File: src/rtl/i2c_config_sequencer.sv
// Power-up loader for the codec control registers. Walks the register table and drives the
// I2C bit engine through START / address / high byte / low byte / STOP for each entry.
module i2c_config_sequencer #(
    parameter logic [6:0]  DEV_ADDR    = 7'h1A,
    parameter int unsigned NUM_ENTRIES = 11,
    parameter int unsigned ADDR_W      = 4,
    parameter int unsigned MAX_RETRY   = 3,
    parameter int unsigned TIMEOUT_CYC = 1023
) (
    input  logic              inClock,
    input  logic              reset,
    input  logic              start,
    output logic [ADDR_W-1:0] tblAddr,
    input  logic [15:0]       tblData,
    output logic              phyEn,
    output logic [1:0]        phyMode,
    output logic [7:0]        phyData,
    input  logic              phyReady,
    input  logic              phyAck,
    output logic              busy,
    output logic              done,
    output logic              error,
    output logic [ADDR_W-1:0] failIndex
);

    localparam int unsigned RetryW = (MAX_RETRY < 1) ? 1 : $clog2(MAX_RETRY + 1);
    localparam int unsigned TimerW = $clog2(TIMEOUT_CYC + 1);

    localparam logic [1:0] ModeStart = 2'd0;
    localparam logic [1:0] ModeByte  = 2'd1;
    localparam logic [1:0] ModeStop  = 2'd2;

    typedef enum logic [3:0] {
        StIdle, StStart, StAddr, StHi, StLo, StStop, StNext, StDone, StError
    } state_t;

    state_t              stateQ, stateD;
    logic [ADDR_W-1:0]   addrQ, addrD;
    logic [RetryW-1:0]   retryQ, retryD;
    logic                pendingQ, pendingD;
    logic                seenLowQ, seenLowD;
    logic [TimerW-1:0]   timerQ, timerD;
    logic                doneQ, doneD;
    logic                errorQ, errorD;
    logic [ADDR_W-1:0]   failQ, failD;
    logic                complete;

    assign complete = seenLowQ & phyReady;

    always_comb begin
        stateD   = stateQ;
        addrD    = addrQ;
        retryD   = retryQ;
        pendingD = pendingQ;
        seenLowD = seenLowQ;
        timerD   = timerQ;
        doneD    = doneQ;
        errorD   = errorQ;
        failD    = failQ;
        phyEn    = 1'b0;
        phyMode  = ModeStart;
        phyData  = 8'h00;
        busy     = 1'b1;

        unique case (stateQ)
            StIdle, StDone, StError: begin
                busy = 1'b0;
                if (start) begin
                    doneD    = 1'b0;
                    errorD   = 1'b0;
                    addrD    = '0;
                    retryD   = '0;
                    pendingD = 1'b0;
                    stateD   = StStart;
                end
            end
            StStart: begin
                phyEn = 1'b1;
                if (complete) stateD = StAddr;
            end
            StAddr, StHi, StLo: begin
                phyEn   = 1'b1;
                phyMode = ModeByte;
                phyData = (stateQ == StAddr) ? {DEV_ADDR, 1'b0} :
                          (stateQ == StHi)   ? tblData[15:8] : tblData[7:0];
                if (complete) begin
                    if (!phyAck) begin
                        pendingD = 1'b1;
                        stateD   = StStop;
                    end else begin
                        stateD = (stateQ == StAddr) ? StHi :
                                 (stateQ == StHi)   ? StLo : StStop;
                    end
                end
            end
            StStop: begin
                phyEn   = 1'b1;
                phyMode = ModeStop;
                if (complete) begin
                    if (!pendingQ) begin
                        stateD = StNext;
                    end else if (retryQ != RetryW'(MAX_RETRY)) begin
                        retryD   = retryQ + RetryW'(1);
                        pendingD = 1'b0;
                        stateD   = StStart;
                    end else begin
                        errorD = 1'b1;
                        failD  = addrQ;
                        stateD = StError;
                    end
                end
            end
            StNext: begin
                if (addrQ == ADDR_W'(NUM_ENTRIES - 1)) begin
                    doneD  = 1'b1;
                    stateD = StDone;
                end else begin
                    addrD  = addrQ + ADDR_W'(1);
                    retryD = '0;
                    stateD = StStart;
                end
            end
            default: stateD = StIdle;
        endcase

        // Handshake bookkeeping shared by every op state; leaving an op rearms it.
        if (!phyEn || (stateD != stateQ)) begin
            seenLowD = 1'b0;
            timerD   = '0;
        end else if (timerQ == TimerW'(TIMEOUT_CYC - 1)) begin
            errorD   = 1'b1;
            failD    = addrQ;
            stateD   = StError;
            seenLowD = 1'b0;
            timerD   = '0;
        end else begin
            timerD = timerQ + TimerW'(1);
            if (!phyReady) seenLowD = 1'b1;
        end
    end

    always_ff @(posedge inClock or posedge reset) begin
        if (reset) begin
            stateQ   <= StIdle;
            addrQ    <= '0;
            retryQ   <= '0;
            pendingQ <= 1'b0;
            seenLowQ <= 1'b0;
            timerQ   <= '0;
            doneQ    <= 1'b0;
            errorQ   <= 1'b0;
            failQ    <= '0;
        end else begin
            stateQ   <= stateD;
            addrQ    <= addrD;
            retryQ   <= retryD;
            pendingQ <= pendingD;
            seenLowQ <= seenLowD;
            timerQ   <= timerD;
            doneQ    <= doneD;
            errorQ   <= errorD;
            failQ    <= failD;
        end
    end

    assign tblAddr   = addrQ;
    assign done      = doneQ;
    assign error     = errorQ;
    assign failIndex = failQ;

endmodule

File: config.mk
export PLATFORM = sky130hd
export DESIGN_NAME = i2c_config_sequencer
export DESIGN_NICKNAME = d
export VERILOG_FILES = /design/src/rtl/i2c_config_sequencer.sv
export SDC_FILE = /design/constraint.sdc
export NUM_CORES = 1
export LEC_CHECK = 0
export ABC_AREA = 1
export CAP_MARGIN = 20
export CORE_ASPECT_RATIO = 0.7
export CORE_MARGIN = 3
export CORE_UTILIZATION = 30
export CTS_CLUSTER_DIAMETER = 50
export DETAILED_ROUTE_END_ITERATION = 8
export GPL_TIMING_DRIVEN = 0
export PLACE_DENSITY_LB_ADDON = 0.15
export SLEW_MARGIN = 20
export SYNTH_ARGS = -nofsm -noshare
export SYNTH_HDL_FRONTEND = slang
export SYNTH_SLANG_ARGS = --single-unit
File: constraint.sdc
create_clock -name inClock -period 2.15 [get_ports inClock]
set_input_delay 0.3225 -clock inClock [delete_from_list [all_inputs] [get_ports inClock]]
set_output_delay 0.3225 -clock inClock [all_outputs]
set_load 0.02 [all_outputs]
==> run summary, run 1 <==
After detailed placement, the total cell area comes to approximately 0.0024 mm². Setup repair after global routing could not meet its margin everywhere. The kind of cell with the highest combined delay along the critical path is simple AND/OR/NAND/NOR gates. The number of buffers and inverters on the critical path is 2.

CTS built an H-tree with a depth of 1. The post-synthesis sequential area ratio came out at 0.3632. The clock period minus worst slack is ~2.1 ns.

The total wirelength of the detailed-routed design came out at ~5000 µm. The maximum VDD drop came out at 0.6527 mV. The post-synth net total is approximately 290. The detailed-router iteration count before antenna repair is 4. In the global route stage, overall resource usage came out at 0.1427.

Clock skew on the completed layout was measured at between 0.005 and 0.006 ns. STA classifies the critical path endpoint as a flip-flop. The first global-routing pass estimated about 8400 µm of wire. The largest single stage delay on the critical path is approximately 0.43 ns. The total non-filler cell area in the finished layout came out at between 0.002 and 0.003 mm².

The sequential fraction of design power came out at 0.230. The net switching fraction of the power came out at 0.4711. Of the total power, the clock network draws 0.140. The worst reg-to-reg setup slack is just over 0.08 ns. The run finished with clean final reports. In this run the worst path has a maximum fanout of 10.

The area of combinational cells with multiple inputs is approximately 0.0011 mm². For this design the top-level I/O count stands at 43. The top cell types in the final layout, fill and taps aside, are 60 x nand2_1, 30 x inv_1, 29 x clkdlybuf4s50_1, 24 x dfrtp_1, 23 x nand3_1. The power dissipated by switching net loads came out at approximately 1400 µW. The maximum buffer depth of the clock tree came out at 2. The setup violation total in the final timing report came out at 0. The number of cells in the finished layout apart from fillers is between 300 and 400. The number of clock sinks seen by CTS is 28. The synthesized area came out at 0.001929 mm².

The highest attainable clock frequency is between 0.4 and 0.5 GHz. The post-layout utilization of the core is 0.4438. The number of different library cells used by synthesis comes to 31.

The power share of the combinational group is 0.630. The number of nets in the final layout is ~350. STA puts the critical path data required time at 2.37 ns. Clock-pin slew was measured on the worst setup and hold paths at 0.10 ns. The headroom to the max-slew limit came out at 0.6052. The final hold violation count is 0.

The clock root buffer is clkbuf_8. The area growth from synthesis to layout is 37.03%. TritonCTS built the clock tree. The worst setup path is launched from a flip-flop. Dividing the final minimum period by the clock period gives 0.9617. The internal cell power came out at 1610 µW. The worst hold path belongs to the class in -> async.

In this design, the critical path's most frequently occurring cell is nand2_1. Detailed routing inserted a total of 1873 vias. Averaged over all synthesized cells, the footprint is between 7 and 8 µm². The quantity of I/O buffers inserted on ports came out at 42.

The routed length per placed instance came out at roughly 13 µm. The critical path goes through inv_2 > ha_1 > nand2_1 > nor2_2 > nand3_2 > nand2_1 > nor2_1 > nand3_2 > nand2_1 > nand2_1 > nor2_4 > nand3_2 > buf_6 > nor2_2. The share of post-route cells with drive strength above 1 is 0.2406.

The layout filler cell count is 598. The number of antenna cells inserted came out at 0. Routability-driven placement finished with a final weighted congestion of just over 0.8. In this run the remaining antenna-violating nets after routing total 0.

After global routing the overflow that remains totals 0. The number of cells in the design after placement came out at 382. The actual transition at the worst max-transition pin came out at 0.5914 ns. The max-slew violation total from the final report came out at 0.

The number of remaining DRC errors is 0. In the synthesized netlist, the number of instances is about 270. The number of antenna violations at the first check in global routing is 0. The worst setup path is of the reg -> reg kind. The core area is between 0.005 and 0.006 mm². The starting DRC count in detailed routing is 117. The ratio of total power to cell area came out at roughly 1200 mW/mm². The largest individual stage delay along the critical path comes from the cell dfrtp_1. The die boundary width is 101.9 µm. The arrival time at the worst endpoint came out at around 2.3 ns.

The Yosys step of the flow raised 0 warnings. The maximum number of pins on one net before global-route repair came out at 29. The number of global-route vias before repair came out at around 1700. Across the whole layout, storage elements account for approximately 700 µm². The initial cell density of the core came out at 0.3239. Synthesis inferred 28 register bits. The CTS buffer count came out at 3.

Dividing the detail-routed via count by the number of cells gives between 4 and 5. Leaving out fill and tap cells, the most frequent cell in the layout is nand2_1. The max-capacitance violation count is 0. The cell row count is 23. In this run the static leakage power is between 0.001 and 0.0015 µW. The overall die area came out at approximately 0.0074 mm². From bottom edge to top edge, the die measures ~73 µm.

The insertion delay to the later sink of the worst-skew pair is between 0.2 and 0.3 ns. The post-detailed-placement half-perimeter wirelength is around 3900 µm.
final timing paths:
check,cells after the start,end,from
max,14,timerQ[8]$_DFF_PP0_,tblAddr[0]$_DFFE_PP0P_
min,2,done$_DFFE_PP0P_,reset
max reg2reg,14,timerQ[8]$_DFF_PP0_,tblAddr[0]$_DFFE_PP0P_
min reg2reg,1,timerQ[0]$_DFF_PP0_,timerQ[0]$_DFF_PP0_
max in group asynchronous,2,stateQ[1]$_DFF_PP0_,reset
min in group inClock,4,seenLowQ$_DFFE_PP0P_,phyReady
cell families after synthesis:
logic type,after synthesis,synth area share
adders and majority gates,5,0.03243
and+or+nand+nor,144,0.3541
xor gates and xnor gates,8,0.03632
AOI/OAI and AO/OA,39,0.1304
buffers and inverters,41,0.08366
DFF,28,0.3632
sequential cells by signal, indices dropped and copies added, names as in the netlist:
| signal | count |
|---|---|
| pendingQ | 1 |
| stateQ | 4 |
| timerQ | 10 |
| retryQ | 2 |
| failIndex | 4 |
| tblAddr | 4 |
| seenLowQ | 1 |
| error | 1 |
| done | 1 |
repair_timing:
| action | in CTS | in global routing |
|---|---|---|
| resized for setup | 36 | 24 |
| setup buffers | 3 | 6 |
| cloned | 0 | 0 |
| pin swaps | 1 | 6 |
| setup endpoints to repair | 29 | 29 |
| hold buffers | 0 | 0 |
synthesized netlist by cell type:
library cell	n	share of area
nor2_4	2	0.012
buf_6	1	0.0058
nor2_1	20	0.039
a21oi_2	1	0.0045
dfrtp_1	28	0.36
nand3_1	25	0.065
nand2_2	6	0.019
o21ai_2	1	0.0045
a22o_1	4	0.018
xor2_1	6	0.027
inv_1	33	0.064
a31oi_1	1	0.0032
nand3_2	2	0.010
o221a_2	3	0.018
inv_2	5	0.0097
o21ai_1	1	0.0026
xnor2_1	2	0.0091
nor3_1	4	0.010
nor2_8	1	0.010
clkbuf_1	2	0.0039
a21oi_1	4	0.010
nor2_2	13	0.042
nand4_1	6	0.019
nand2_1	65	0.13
a32o_1	1	0.0052
o22ai_1	1	0.0032
o21ai_0	19	0.049
o21a_1	1	0.0039
o31ai_1	1	0.0039
o211ai_1	1	0.0039
ha_1	5	0.032
final cells by class:
cell class | instances | share of cell area
buffer | 3 | 0.01088
clock buffer | 3 | 0.01562
clock inverter | 1 | 0.01136
inverter | 38 | 0.05490
multi-input combinational | 196 | 0.4335
sequential | 28 | 0.2669
tap | 75 | 0.03549
timing repair buffer | 51 | 0.1713
metrics by stage:
step / hold slack (ns) / power (µW) / setup slack, ns / setup TNS, ns
finish: 0.4096 / 3045 / 0.08230 / 0
global route: 0.4756 / 3285 / -0.05566 / -0.3936
CTS: 0.4398 / 2911 / 0.004005 / 0
detailed placement: 0.4770 / 2346 / -0.4194 / -9.742
global placement: 0.4800 / 2323 / -0.4339 / -9.595
floorplan: 0.3879 / 1855 / 0.1896 / 0
per-layer routing:
layer	GRT usage	part of all wire
met4	0.02183	0.0066
met3	0.02770	0.046
met5	0	0
met1	0.2262	0.51
met2	0.2014	0.44
power by group through the flow:
| stage | sequential (µW) | clock [µW] | combinational, µW |
|---|---|---|---|
| after global placement | 693 | 0 | 1630 |
| after CTS | 691 | 438 | 1780 |
| after floorplan | 696 | 0 | 1160 |
| after detailed placement | 691 | 0 | 1650 |
| final | 701 | 426 | 1920 |
| after global routing | 716 | 459 | 2110 |
No activity file was read; power rests on OpenSTA's default activity.
==> run 2, diff against run 1 <==
--- a/config.mk
+++ b/config.mk
@@ -18,3 +18,4 @@
 export SYNTH_ARGS = -nofsm -noshare
 export SYNTH_HDL_FRONTEND = slang
 export SYNTH_SLANG_ARGS = --single-unit
+export TNS_END_PERCENT = 1
==> run summary, run 2 (synthesis gave the netlist of run 1 again) <==
The ratio of total power to cell area is 1151 mW/mm² (about the same). The worst setup path is of the reg -> out kind. The worst path required time was 1.83 ns (-0.54 ns).

The area of combinational cells with multiple inputs is 0.001129 mm² (-1.5%). The quantity of I/O buffers inserted on ports is 42 (unchanged). The detailed-router iteration count before antenna repair came out at 4 (unchanged). The number of nets in the final layout is 346 (-0.29%). The actual transition at the worst max-transition pin came out at 0.5889 ns (-0.002472 ns).

The initial cell density of the core came out at 0.3239 (unchanged). The number of global-route vias before repair is 1659 (-1.2%). The total non-filler cell area in the finished layout was 0.002629 mm² (-0.57%). The die boundary width came out at 101.9 µm (unchanged). The number of antenna cells inserted is 0 (unchanged). The number of clock sinks seen by CTS came out at 28 (unchanged). The area overhead of the layout relative to synthesis came out at 36.25%. The clock period minus worst slack was 2.126 ns (+0.05868 ns).

The maximum level of the CTS H-tree is 1 (unchanged). STA classifies the critical path startpoint as a flip-flop. The maximum number of pins on one net before global-route repair was 29 (unchanged). The layout filler cell count came out at 601 (+0.50%). The setup violation total in the final timing report came out at 0 (unchanged).

The sequential fraction of design power is 0.229 (about the same). Leaving out fill and tap cells, the most frequent cell in the layout is nand2_1. STA classifies the critical path endpoint as a primary output.

The post-detailed-placement half-perimeter wirelength is 3881 µm (unchanged). Leaving out fill and tap cells, the most frequent cells in the layout are 62 x nand2_1, 30 x inv_1, 29 x clkdlybuf4s50_1, 24 x nand3_1, 24 x dfrtp_1. The share of total power in the clock network came out at 0.140 (about the same). The starting DRC count in detailed routing is 85 (-27%). The power dissipated by switching net loads is 1412 µW (-1.6%). The insertion delay to the later sink of the worst-skew pair came to 0.28 ns (about the same). The clock edge transition at the registers on the reported setup and hold paths came out at 0.10 ns (about the same). The number of cells in the finished layout apart from fillers came out at 394 (-0.25%). The total wirelength of the detailed-routed design was 5055 µm (-1.9%). Setup repair after global routing could not meet its margin everywhere.

The worst slack on hold paths is 0.4091 ns (-0.0004600 ns). The CTS buffer count came out at 3 (unchanged). The TritonCTS clock tree is built. The root buffer cell chosen for the clock tree is clkbuf_8. The wire length of the first global-routing pass is 8342 µm (-1.1%).

The static power due to leakage came out at 0.001265 µW (-2.1%). The combined flip-flop and latch cell area came out at 705.7 µm² (unchanged). The placed standard-cell area came out at 0.002444 mm² (unchanged). The max-slew violation total from the final report came out at 0 (unchanged).

The average vias per placed instance is 4.718 (-0.50%). The overall global routing resource usage is 0.1411 (-0.001610). The clock tree skew after final layout came out at 0.004610 ns (-0.0004860 ns). The post-layout utilization of the core is 0.4413 (-0.002520). The path class of the tightest hold or removal check is in -> reg.

The number of remaining DRC errors is 0 (unchanged). The register with the most flip-flops in the final layout is timerQ. The net switching fraction of the power is 0.4667 (-0.004352). The top fanout value on the critical path came out at 10 (unchanged).

The routed length per placed instance was 12.83 µm (-1.6%). The headroom to the max-slew limit came out at 0.6068 (+0.001650). The number of antenna-violating nets in the routed design is 0 (unchanged).

The number of flip-flops in the largest register is 10 (unchanged). The number of top-level pins came out at 43 (unchanged). The arrival time at the worst endpoint came out at 1.80 ns (-0.49 ns). The highest attainable clock frequency is 0.4703 GHz (-2.8%). The power share of the combinational group came out at 0.630 (about the same). The overall die area came out at 0.007445 mm² (unchanged).

The number of cells in the design after placement is 382 (unchanged). The max-capacitance violation count came out at 0 (unchanged). The final RePlAce weighted congestion came out at 0.8206 (unchanged). The period utilization came out at 0.9890 (+0.02729). The total via count in the routed design is 1859 (-0.75%).

The internal cell power is 1613 µW (+0.16%). The share of post-route cells with drive strength above 1 is 0.2257 (-0.01492). The flow ran to the end, and the final reports show no timing, DRC or antenna violations. The maximum buffer depth of the clock tree is 2 (unchanged). The leftover overflow at the end of global routing is 0 (unchanged). The core area came out at 0.005957 mm² (unchanged). The number of antenna violations at the first check in global routing came out at 0 (unchanged).

The maximum VDD drop is 0.6618 mV (+1.4%). The cell row count came out at 23 (unchanged). The final hold violation count is 0 (unchanged).

The vertical extent of the die came out at 73.10 µm (unchanged).
==> run 2: changes by cell type in the layout (fill, tap and decap cells not counted), sizes merged <==
| cell | before | now |
|---|---|---|
| clkdlybuf4s15 | 0 | 2 |
| buf | 13 | 10 |
==> run 2: what timing repair did <==
item / 4_1_cts / 5_1_grt
setup buffers: 0 / 8
hold buffers: 0 / 0
gates resized for setup: 31 / 21
setup endpoints to repair: 29 / 29
pin swaps: 0 / 3
==> run 2: power groups by stage <==
stage	clock, µW	sequential, µW	combinational (µW)
detailed placement	0	691	1650
CTS	438	690	1680
finish	425	694	1910
floorplan	0	696	1160
global route	459	711	2100
global placement	0	693	1630
==> run 2: final timing paths <==
path	startpoint	end	slack (ns)	cells after the start
worst max-delay path	stateQ[2]$_DFF_PP0_	phyData[5]	0.02	6
worst min register to register	timerQ[0]$_DFF_PP0_	timerQ[0]$_DFF_PP0_	0.50	1
max in group asynchronous	reset	stateQ[1]$_DFF_PP0_	1.32	2
min in group asynchronous	reset	done$_DFFE_PP0P_	0.42	2
worst max register to register	tblAddr[0]$_DFFE_PP0P_	failIndex[3]$_DFF_PP0_	0.07	15
worst min-delay path	phyReady	seenLowQ$_DFFE_PP0P_	0.41	4
==> run 2: routing by layer <==
layer / wire length (µm) / vias to the layer above / global-route usage
li1: - / 969 / -
met1: 2657 / 858 / 0.2256
met2: 2175 / 28 / 0.1964
met3: 187 / 4 / 0.02770
met4: 34 / 0 / 0.02183
met5: 0 / - / 0
==> run 2: metrics by stage <==
step                setup slack (ns)  power [µW]  TNS (ns)
floorplan                     0.1896        1855         0
global placement             -0.4339        2323    -9.595
detailed placement           -0.4194        2346    -9.742
CTS                         -0.04359        2811   -0.2612
global route                -0.09304        3270    -1.164
finish                       0.02362        3025         0
==> run 2: area by class of cell <==
type | instances | area share
Multi-Input combinational cell | 196 | 0.4293
Sequential cell | 28 | 0.2684
Timing Repair Buffer | 50 | 0.1742
Inverter | 38 | 0.05426
Tap cell | 75 | 0.03570
Clock buffer | 3 | 0.01571
Clock inverter | 1 | 0.01142
Buffer | 3 | 0.01095
==> run 2: worst max-delay path: stages (launching register included) <==
cell and delay, ns:
dfrtp_2 0.46, nor2_4 0.18, nand2_2 0.15, nand2_4 0.14, clkbuf_8 0.17, o221a_2 0.17
clkdlybuf4s15_2 0.25
